<file path="config.mk">
export PLATFORM = sky130hd
export DESIGN_NAME = multicycle_control
export DESIGN_NICKNAME = d
export VERILOG_FILES = /design/src/rtl/multicycle_control.sv
export SDC_FILE = /design/constraint.sdc
export NUM_CORES = 1
export LEC_CHECK = 0
export ABC_AREA = 0
export BUFFER_PORTS_ARGS = -buffer_cell sky130_fd_sc_hd__buf_4
export CORE_AREA = 2 2 39 41
export CTS_CLUSTER_DIAMETER = 50
export DETAILED_ROUTE_END_ITERATION = 10
export DIE_AREA = 0 0 41 43
export PLACE_DENSITY_LB_ADDON = 0.15
export SLEW_MARGIN = 20
export SYNTH_ARGS = -nofsm -noshare
export SYNTH_HDL_FRONTEND = slang
export SYNTH_SLANG_ARGS = --single-unit
</file>
<file path="constraint.sdc">
create_clock -name clk -period 2 [get_ports clk]
set_clock_uncertainty 0.05 [all_clocks]
set_input_delay 0.3 -clock clk [delete_from_list [all_inputs] [get_ports clk]]
set_output_delay 0.3 -clock clk [all_outputs]
set_load 0.02 [all_outputs]
</file>
<file path="src/rtl/multicycle_control.sv">
// Main control FSM for the multi-cycle MIPS32 datapath: steps each instruction
// through fetch/decode/execute/memory/write-back and drives the datapath controls.
//
// state   | meaning
// --------+-------------------------------------------------
// FETCH   | read instruction at PC, PC <= PC + 4 (waits mem_ready)
// DECODE  | read registers, precompute branch target
// MEMADR  | ALUOut <= A + sign-extended offset (lw/sw)
// MEMRD   | read data memory at ALUOut (waits mem_ready)
// MEMWB   | rt <= MDR
// MEMWR   | write data memory at ALUOut (waits mem_ready)
// EXEC    | R-type ALU operation
// ALUWB   | rd <= ALUOut
// BRANCH  | beq compare, PC <= ALUOut when zero
// ADDIEX  | A + sign-extended immediate
// ADDIWB  | rt <= ALUOut
// JUMP    | PC <= jump target
module multicycle_control (
   input  logic       clk,
   input  logic       rst_n,
   input  logic [5:0] opcode,
   input  logic       zero,
   input  logic       mem_ready,
   output logic       iord,
   output logic       mem_read,
   output logic       mem_write,
   output logic       ir_write,
   output logic       reg_dst,
   output logic       mem_to_reg,
   output logic       reg_write,
   output logic       alu_src_a,
   output logic [1:0] alu_src_b,
   output logic [1:0] alu_op,
   output logic [1:0] pc_src,
   output logic       pc_en,
   output logic       branch,
   output logic       illegal_op,
   output logic       instr_done,
   output logic [3:0] state
);

   typedef enum logic [3:0] {
      ST_FETCH  = 4'd0,
      ST_DECODE = 4'd1,
      ST_MEMADR = 4'd2,
      ST_MEMRD  = 4'd3,
      ST_MEMWB  = 4'd4,
      ST_MEMWR  = 4'd5,
      ST_EXEC   = 4'd6,
      ST_ALUWB  = 4'd7,
      ST_BRANCH = 4'd8,
      ST_ADDIEX = 4'd9,
      ST_ADDIWB = 4'd10,
      ST_JUMP   = 4'd11
   } state_t;

   localparam logic [5:0] OP_RTYPE = 6'b000000;
   localparam logic [5:0] OP_J     = 6'b000010;
   localparam logic [5:0] OP_BEQ   = 6'b000100;
   localparam logic [5:0] OP_ADDI  = 6'b001000;
   localparam logic [5:0] OP_LW    = 6'b100011;
   localparam logic [5:0] OP_SW    = 6'b101011;

   state_t cur;
   logic   pc_write;

   assign state = cur;

   always_ff @(posedge clk) begin
      if (!rst_n) begin
         cur <= ST_FETCH;
      end else begin
         case (cur)
            ST_FETCH:  if (mem_ready) cur <= ST_DECODE;
            ST_DECODE: begin
               case (opcode)
                  OP_LW, OP_SW: cur <= ST_MEMADR;
                  OP_RTYPE:     cur <= ST_EXEC;
                  OP_BEQ:       cur <= ST_BRANCH;
                  OP_ADDI:      cur <= ST_ADDIEX;
                  OP_J:         cur <= ST_JUMP;
                  default:      cur <= ST_FETCH;
               endcase
            end
            ST_MEMADR: cur <= (opcode == OP_SW) ? ST_MEMWR : ST_MEMRD;
            ST_MEMRD:  if (mem_ready) cur <= ST_MEMWB;
            ST_MEMWR:  if (mem_ready) cur <= ST_FETCH;
            ST_EXEC:   cur <= ST_ALUWB;
            ST_ADDIEX: cur <= ST_ADDIWB;
            // 12..15 fall through to default and recover to FETCH
            default:   cur <= ST_FETCH;
         endcase
      end
   end

   always_comb begin
      iord       = 1'b0;
      mem_read   = 1'b0;
      mem_write  = 1'b0;
      ir_write   = 1'b0;
      reg_dst    = 1'b0;
      mem_to_reg = 1'b0;
      reg_write  = 1'b0;
      alu_src_a  = 1'b0;
      alu_src_b  = 2'b00;
      alu_op     = 2'b00;
      pc_src     = 2'b00;
      pc_write   = 1'b0;
      branch     = 1'b0;
      illegal_op = 1'b0;
      instr_done = 1'b0;
      pc_en      = 1'b0;
      // reset masks every strobe and select, even mid-instruction
      if (rst_n) begin
         case (cur)
            ST_FETCH: begin
               mem_read  = 1'b1;
               alu_src_b = 2'b01;
               ir_write  = mem_ready;
               pc_write  = mem_ready;
            end
            ST_DECODE: begin
               alu_src_b = 2'b11;
               case (opcode)
                  OP_LW, OP_SW, OP_RTYPE, OP_BEQ, OP_ADDI, OP_J: illegal_op = 1'b0;
                  default:                                       illegal_op = 1'b1;
               endcase
            end
            ST_MEMADR: begin
               alu_src_a = 1'b1;
               alu_src_b = 2'b10;
            end
            ST_MEMRD: begin
               iord     = 1'b1;
               mem_read = 1'b1;
            end
            ST_MEMWB: begin
               mem_to_reg = 1'b1;
               reg_write  = 1'b1;
               instr_done = 1'b1;
            end
            ST_MEMWR: begin
               iord       = 1'b1;
               mem_write  = 1'b1;
               instr_done = mem_ready;
            end
            ST_EXEC: begin
               alu_src_a = 1'b1;
               alu_op    = 2'b10;
            end
            ST_ALUWB: begin
               reg_dst    = 1'b1;
               reg_write  = 1'b1;
               instr_done = 1'b1;
            end
            ST_BRANCH: begin
               alu_src_a  = 1'b1;
               alu_op     = 2'b01;
               pc_src     = 2'b01;
               branch     = 1'b1;
               instr_done = 1'b1;
            end
            ST_ADDIEX: begin
               alu_src_a = 1'b1;
               alu_src_b = 2'b10;
            end
            ST_ADDIWB: begin
               reg_write  = 1'b1;
               instr_done = 1'b1;
            end
            ST_JUMP: begin
               pc_src     = 2'b10;
               pc_write   = 1'b1;
               instr_done = 1'b1;
            end
            default: ;
         endcase
         pc_en = pc_write | (branch & zero);
      end
   end

endmodule

</file>
==> results.md, run 1 <==
* CTS resizes at 0
* Layout area overhead at 48.6%
* CP startpoint kind: flop
* Worst r2r src: state[1]
* Ys async rst share at 0%
* Number of flip-flops in the largest register at 4
* First-pass GRT wire length at 2.62 mm
* Crit Path Max Fanout at 10
* Max Slew Vio Count at 0
* Reg area at 80.1 sq um
* Detailed Routing Iterations Pass 1 at 4
* Postcts setup bufs at 0
* Die area at about 1800 sq um
* Post-synth EDFFs at 0
* CTS Root Cell: clkbuf_4
* Total routed wirelength at 1.70 mm
* Antenna violations before repair at 0
* Combinational share of power at 39.1%
* Worst IR Drop VDD at 0.186 mV
* Site Rows at 14
* Largest net degree at the start of global routing at 14
* Sum Neg Setup Slack at 0 ps
* Main synth FF type: dfxtp_1
* Clock-pin slew on the worst setup and hold paths at 40 ps
* Cell area after placement at 803 sq um
* R2r endpoint: state[1]
* Max Clk Rate at 517 MHz
* Starting DRC count in detailed routing at 24
* Setup CP Type: reg2out
* Final net count at 129
* Tot GR Track Use at 20.6%
* Max_cap viols at 0
* Avg Inst Size Synth at 6.54 sq um
* Dpl hpwl at approximately 1.3 mm
* Post-Syn Area at 556 sq um
* Crit-path max cell delay at 520 ps
* CP Launch Point: state[1]
* Final period util at 96.7%
* # DRC at 0
* Vias in the first global route at about 640
* Pwr dens at 365 nW/um^2
* Die Y-Extent at 43 um
* Final setup fails at 0
* R2r setup slk at 400 ps
* Slew @ Worst Pin at 461 ps
* Syn Nets at 95
* Share of cells above drive strength 1 at 38.5%
* H-tree depth at 1
* WL/cell at 12.8 um
* R2R depth at 5
* Data required time of the critical path at approximately 1700 ps
* Critical path endpoint: instr_done
* Antenna-violating nets left at 0
* CTS Buffer Depth at 2
* Cts hold-fix bufs at 0
* Vias per cell at 5.68
* Final Hold Viols at 0
* Register area share after synthesis at 14.4%
* Internal at 0.202 mW
* Post-layout util at 59.7%
* Fillers at between 100 and 150
* Number of distinct library cells after synthesis at 37
* Clk Latency, worst-skew pair at about 230 ps
* HP Class: in2reg
* Worst relative slew slack at 69.2%
* Flop pwr share at 28.6%
* Core area at 1380 sq um
* Switch share at 33.2%
* Vias at 755
* CTS Buf Count at 3
* CP Capture Type: output port
* Number of synthesized register bits at 4
* Final Wtd Congestion at 0.933
* Die Wd at just over 40 um
* WP data arrival at 1580 ps
* Final Cell Area at 826 sq um
* Commonest non-fill, non-tap cell in the layout: buf_4
* Port Buffer Count at 31
* Min Tclk post-route at 1930 ps
* Most frequent cells in the layout: buf_4, nor2_1, nor3_1, a21oi_1
* CTS tree: yes
* Clock share of power at 32.4%
* CTS sink count at 4
* Hold Crit Depth at 2
* RSZ-0062 raised after global routing: no
* Crit-path cells: and2b_4 > nor2_1 > mux2_2 > o211a_1 > buf_4
* IO Pins at 32
* NetSw at 0.100 mW
* Grt total ovfl at 0
* Leakage at approximately 0.38 nW
* ANT cells at 0
* Cells after Synth at 85
* Synth Warn # at 0
* Area occupied by multi-input gates at 422 sq um
* Slowest CP cell: dfxtp_1
* Status: finished, final reports clean
* Initial core utilization at between 40% and 50%
[power groups by stage]
stage | Combinational [mW] | Sequential [mW] | Clock, mW
after floorplan | 0.0596 | 0.0913 | 0
after global placement | 0.118 | 0.0873 | 0
after detailed placement | 0.117 | 0.0874 | 0
after CTS | 0.117 | 0.0863 | 0.103
after global routing | 0.129 | 0.0868 | 0.104
final | 0.118 | 0.0862 | 0.0977
[critical path, delay by kind of cell, from the launching register on]
family | cells | cell delay, ps
simple gates | 2 | 310
compound gates | 1 | 110
mux | 1 | 260
flops | 1 | 520
buf+inv | 1 | 150
[cell families (layout without fill, tap and decap cells)]
logic type | Yosys count | in the layout | share of synthesized area, %
mux | 1 | 1 | 2.03
flops | 4 | 4 | 14.4
compound gates | 26 | 26 | 30.6
simple gates | 40 | 40 | 38.5
buf+inv | 11 | 43 | 9.68
xor+xnor | 3 | 3 | 4.73
[final cells by class]
type / instances / area share (%)
inverters: 5 / 2.27
flip-flops and latches: 4 / 9.70
multi-input cells: 70 / 51.1
repair buffers: 35 / 31.8
clock buffers: 3 / 2.73
well taps: 16 / 2.42
[cell usage after synthesis, types with 2 or more instances]
cell type / count / share of area, %
a21oi_1: 6 / 5.4
a31oi_1: 2 / 2.3
and3_1: 3 / 3.4
buf_2: 4 / 3.6
buf_4: 2 / 2.7
dfxtp_1: 4 / 14
inv_1: 3 / 2.0
inv_2: 2 / 1.4
nand2_1: 5 / 3.4
nand2b_1: 2 / 2.3
nand3_1: 3 / 2.7
nor2_1: 12 / 8.1
nor3_1: 6 / 5.4
o2111ai_1: 2 / 3.2
o21ai_0: 5 / 4.5
o22ai_1: 2 / 2.3
xor2_1: 2 / 3.2
[metrics by stage]
step           worst slack [ps]  hold WS [ps]  power (mW)  instances
2_1_floorplan              80.6           352       0.151         85
3_3_place_gp                358           499       0.205        130
3_5_place_dp                341           503       0.204        130
4_1_cts                    85.2           256       0.306        133
5_1_grt                    1.88           262       0.320        133
6_report                   65.4           261       0.302        133
[per-layer routing]
| layer | GRT usage, % | up-vias | routed length, um |
|---|---|---|---|
| met5 | 0 | - | 0 |
| met4 | 10.7 | 0 | 18 |
| met3 | 2.09 | 2 | 99 |
| met2 | 29.7 | 34 | 809 |
| met1 | 29.0 | 343 | 770 |
| li1 | - | 376 | - |
[worst min path at each step]
stage | startpoint | end | slack [ps]
floorplan | mem_ready | state[0] | 350
global placement | mem_ready | state[0] | 500
detailed placement | mem_ready | state[0] | 500
CTS | mem_ready | state[0] | 260
global route | mem_ready | state[0] | 260
finish | mem_ready | state[0] | 260
Note: power is estimated with default switching activity, not from simulation.
==> run 2: changes to the inputs <==
--- a/config.mk
+++ b/config.mk
@@ -8,10 +8,12 @@
 export ABC_AREA = 0
 export BUFFER_PORTS_ARGS = -buffer_cell sky130_fd_sc_hd__buf_4
 export CORE_AREA = 2 2 39 41
+export CTS_BUF_LIST = sky130_fd_sc_hd__clkbuf_2 sky130_fd_sc_hd__clkbuf_4 sky130_fd_sc_hd__clkbuf_8
 export CTS_CLUSTER_DIAMETER = 50
 export DETAILED_ROUTE_END_ITERATION = 10
 export DIE_AREA = 0 0 41 43
 export PLACE_DENSITY_LB_ADDON = 0.15
+export SETUP_SLACK_MARGIN = 0.2
 export SLEW_MARGIN = 20
 export SYNTH_ARGS = -nofsm -noshare
 export SYNTH_HDL_FRONTEND = slang
==> run 2 against run 1 <==
Net effect: wire length increased by 24%; sequential power shrank 2%; cell area is 16% higher; cell count is 5.3% higher; die area is the same.
==> results.md, run 2 (synthesized netlist as in run 1, its figures left out) <==
* Status: finished, final reports clean (unchanged)
* WL/cell at 15.0 um (was 12.8 um)
* CP Buf/Inv Count at 1 (unchanged)
* Number of flip-flops in the largest register at 4 (unchanged)
* Final Cell Area at 960 sq um (was 826 sq um)
* Crit-path cells: and2b_2 > nand2_2 > nor3_1 > and3_1 > buf_4 (was and2b_4 > nor2_1 > mux2_2 > o211a_1 > buf_4)
* Min Tclk post-route at 1800 ps (was 1930 ps)
* Tot GR Track Use at 22.4% (was 20.6%)
* Max_cap viols at 0 (unchanged)
* Max Slew Vio Count at 0 (unchanged)
* Pre-CTS setup slack at 285 ps (was 341 ps)
* Internal at 0.205 mW (was 0.202 mW)
* Non-filler cells, final at 140 (was 133)
* Max Clk Rate at 557 MHz (was 517 MHz)
* Total routed wirelength at 2.10 mm (was 1.70 mm)
* Starting DRC count in detailed routing at 43 (was 24)
* Final Hold Viols at 0 (unchanged)
* Placed cells at 127 (was 130)
* # DRC at 0 (unchanged)
* ANT cells at 0 (unchanged)
* Site Rows at 14 (unchanged)
* Final setup fails at 0 (unchanged)
* H-tree depth at 1 (unchanged)
* Switch share at 36.4% (was 33.2%)
* Crit Path Max Fanout at 9 (was 10)
* Vias in the first global route at 670 (was 638)
* Pwr dens at 337 nW/um^2 (was 365 nW/um^2)
* Initial core utilization at 40.1% (unchanged)
* Leakage at 0.436 nW (was 0.381 nW)
* IO Pins at 32 (unchanged)
* Final Wtd Congestion at 0.840 (was 0.933)
* Flop pwr share at 26.2% (was 28.6%)
* Crit-path leading delay family: simple AND/OR/NAND/NOR gates (was flip-flops)
* Detailed Routing Iterations Pass 1 at 5 (was 4)
* Share of cells above drive strength 1 at 50.8% (was 38.5%)
* CTS Root Cell: clkbuf_4 (unchanged)
* Cell area after placement at 792 sq um (was 803 sq um)
* RSZ-0062 raised after global routing: yes (was no)
* Clk Latency, worst-skew pair at 240 ps (was 230 ps)
* Data required time of the critical path at 1650 ps (about the same)
* Antenna-violating nets left at 0 (unchanged)
* Clock-pin slew on the worst setup and hold paths at 40 ps (about the same)
* Vias per cell at 5.89 (was 5.68)
* First-pass GRT wire length at 2.85 mm (was 2.62 mm)
* CTS Buffer Depth at 2 (unchanged)
* CP startpoint kind: flop (unchanged)
* Clock share of power at 33.6% (was 32.4%)
* Combinational share of power at 40.2% (was 39.1%)
* Die Wd at 41 um (unchanged)
* CP Capture Type: output port (unchanged)
* Antenna violations before repair at 0 (unchanged)
* Setup ws final at 205 ps (was 65.4 ps)
* Worst relative slew slack at 77.3% (was 69.2%)
* Final net count at 136 (was 129)
* Slowest CP cell: dfxtp_4 (was dfxtp_1)
* Layout area overhead at 72.7% (was 48.6%)
* Slew @ Worst Pin at 339 ps (was 461 ps)
* Core area at 1380 sq um (unchanged)
* Final period util at 89.8% (was 96.7%)
* Grt total ovfl at 0 (unchanged)
* CTS tree: yes (unchanged)
* Crit-path max cell delay at 370 ps (was 520 ps)
* Port Buffer Count at 31 (unchanged)
* CTS sink count at 4 (unchanged)
* Vias at 824 (was 755)
* Die Y-Extent at 43 um (unchanged)
* NetSw at 0.118 mW (was 0.100 mW)
* Largest net degree at the start of global routing at 14 (unchanged)
* Setup CP Type: reg2out (unchanged)
* WP data arrival at 1450 ps (was 1580 ps)
* Worst IR Drop VDD at 0.231 mV (was 0.186 mV)
* Dpl hpwl at 1.35 mm (was 1.32 mm)
* Commonest non-fill, non-tap cell in the layout: buf_4 (unchanged)
* HP Class: in2reg (unchanged)
* Sum Neg Setup Slack at 0 ps (unchanged)
* Most frequent cells in the layout: buf_4, nor2_1, a21oi_1, nor3_1, o21ai_0 (was buf_4, nor2_1, nor3_1, a21oi_1)
* CTS Buf Count at 3 (unchanged)
* Die area at 1760 sq um (unchanged)
## run 2: changes by cell type in the layout (fill, tap and decap cells not counted), moves of 3 or more
cell / change
nand2_1: -3
dfxtp_4: +4
dfxtp_1: -4
buf_6: +4
nand2_2: +3
## run 2: per-layer routing
layer | share of wire (%) | up-vias | track usage, %
li1 | - | 394 | -
met1 | 44 | 375 | 32.3
met2 | 47 | 49 | 32.2
met3 | 7.2 | 6 | 5.24
met4 | 2.1 | 0 | 6.67
met5 | 0 | - | 0
## run 2: worst paths after layout
kind	startpoint	end	slack (ps)	cells past startpoint
worst max-delay path	state[3]	illegal_op	200	5
worst min-delay path	mem_ready	state[0]	240	2
worst max register to register	state[0]	state[1]	660	5
worst min register to register	state[3]	state[3]	610	2
## run 2: final cells by class
class	count	area, sq um
sequential	4	95.1
fill	121	424
inverter	5	18.8
multi-input combinational	70	455
clock buffer	3	22.5
tap	16	20.0
timing repair buffer	42	348
## run 2: timing repair
item / in CTS / in global routing
endpoints found under the hold margin: 0 / 0
pin swaps: 0 / 1
buffers inserted: 1 / 9
endpoints found under the setup margin: 12 / 8
resized for setup: 4 / 17
hold buffers: 0 / 0
## run 2: power groups by stage
stage | clock [mW] | sequential [mW] | combinational, mW
floorplan | 0 | 0.0916 | 0.0610
global placement | 0 | 0.0897 | 0.111
detailed placement | 0 | 0.0904 | 0.111
CTS | 0.107 | 0.0896 | 0.113
global route | 0.114 | 0.0848 | 0.140
finish | 0.109 | 0.0846 | 0.130
## run 2: through the flow
step	util, %	hold slack (ps)	power [mW]
floorplan	-	352	0.153
global placement	57.2	483	0.201
detailed placement	57.2	477	0.202
CTS	60.7	228	0.310
global route	69.3	242	0.339
finish	69.3	241	0.323
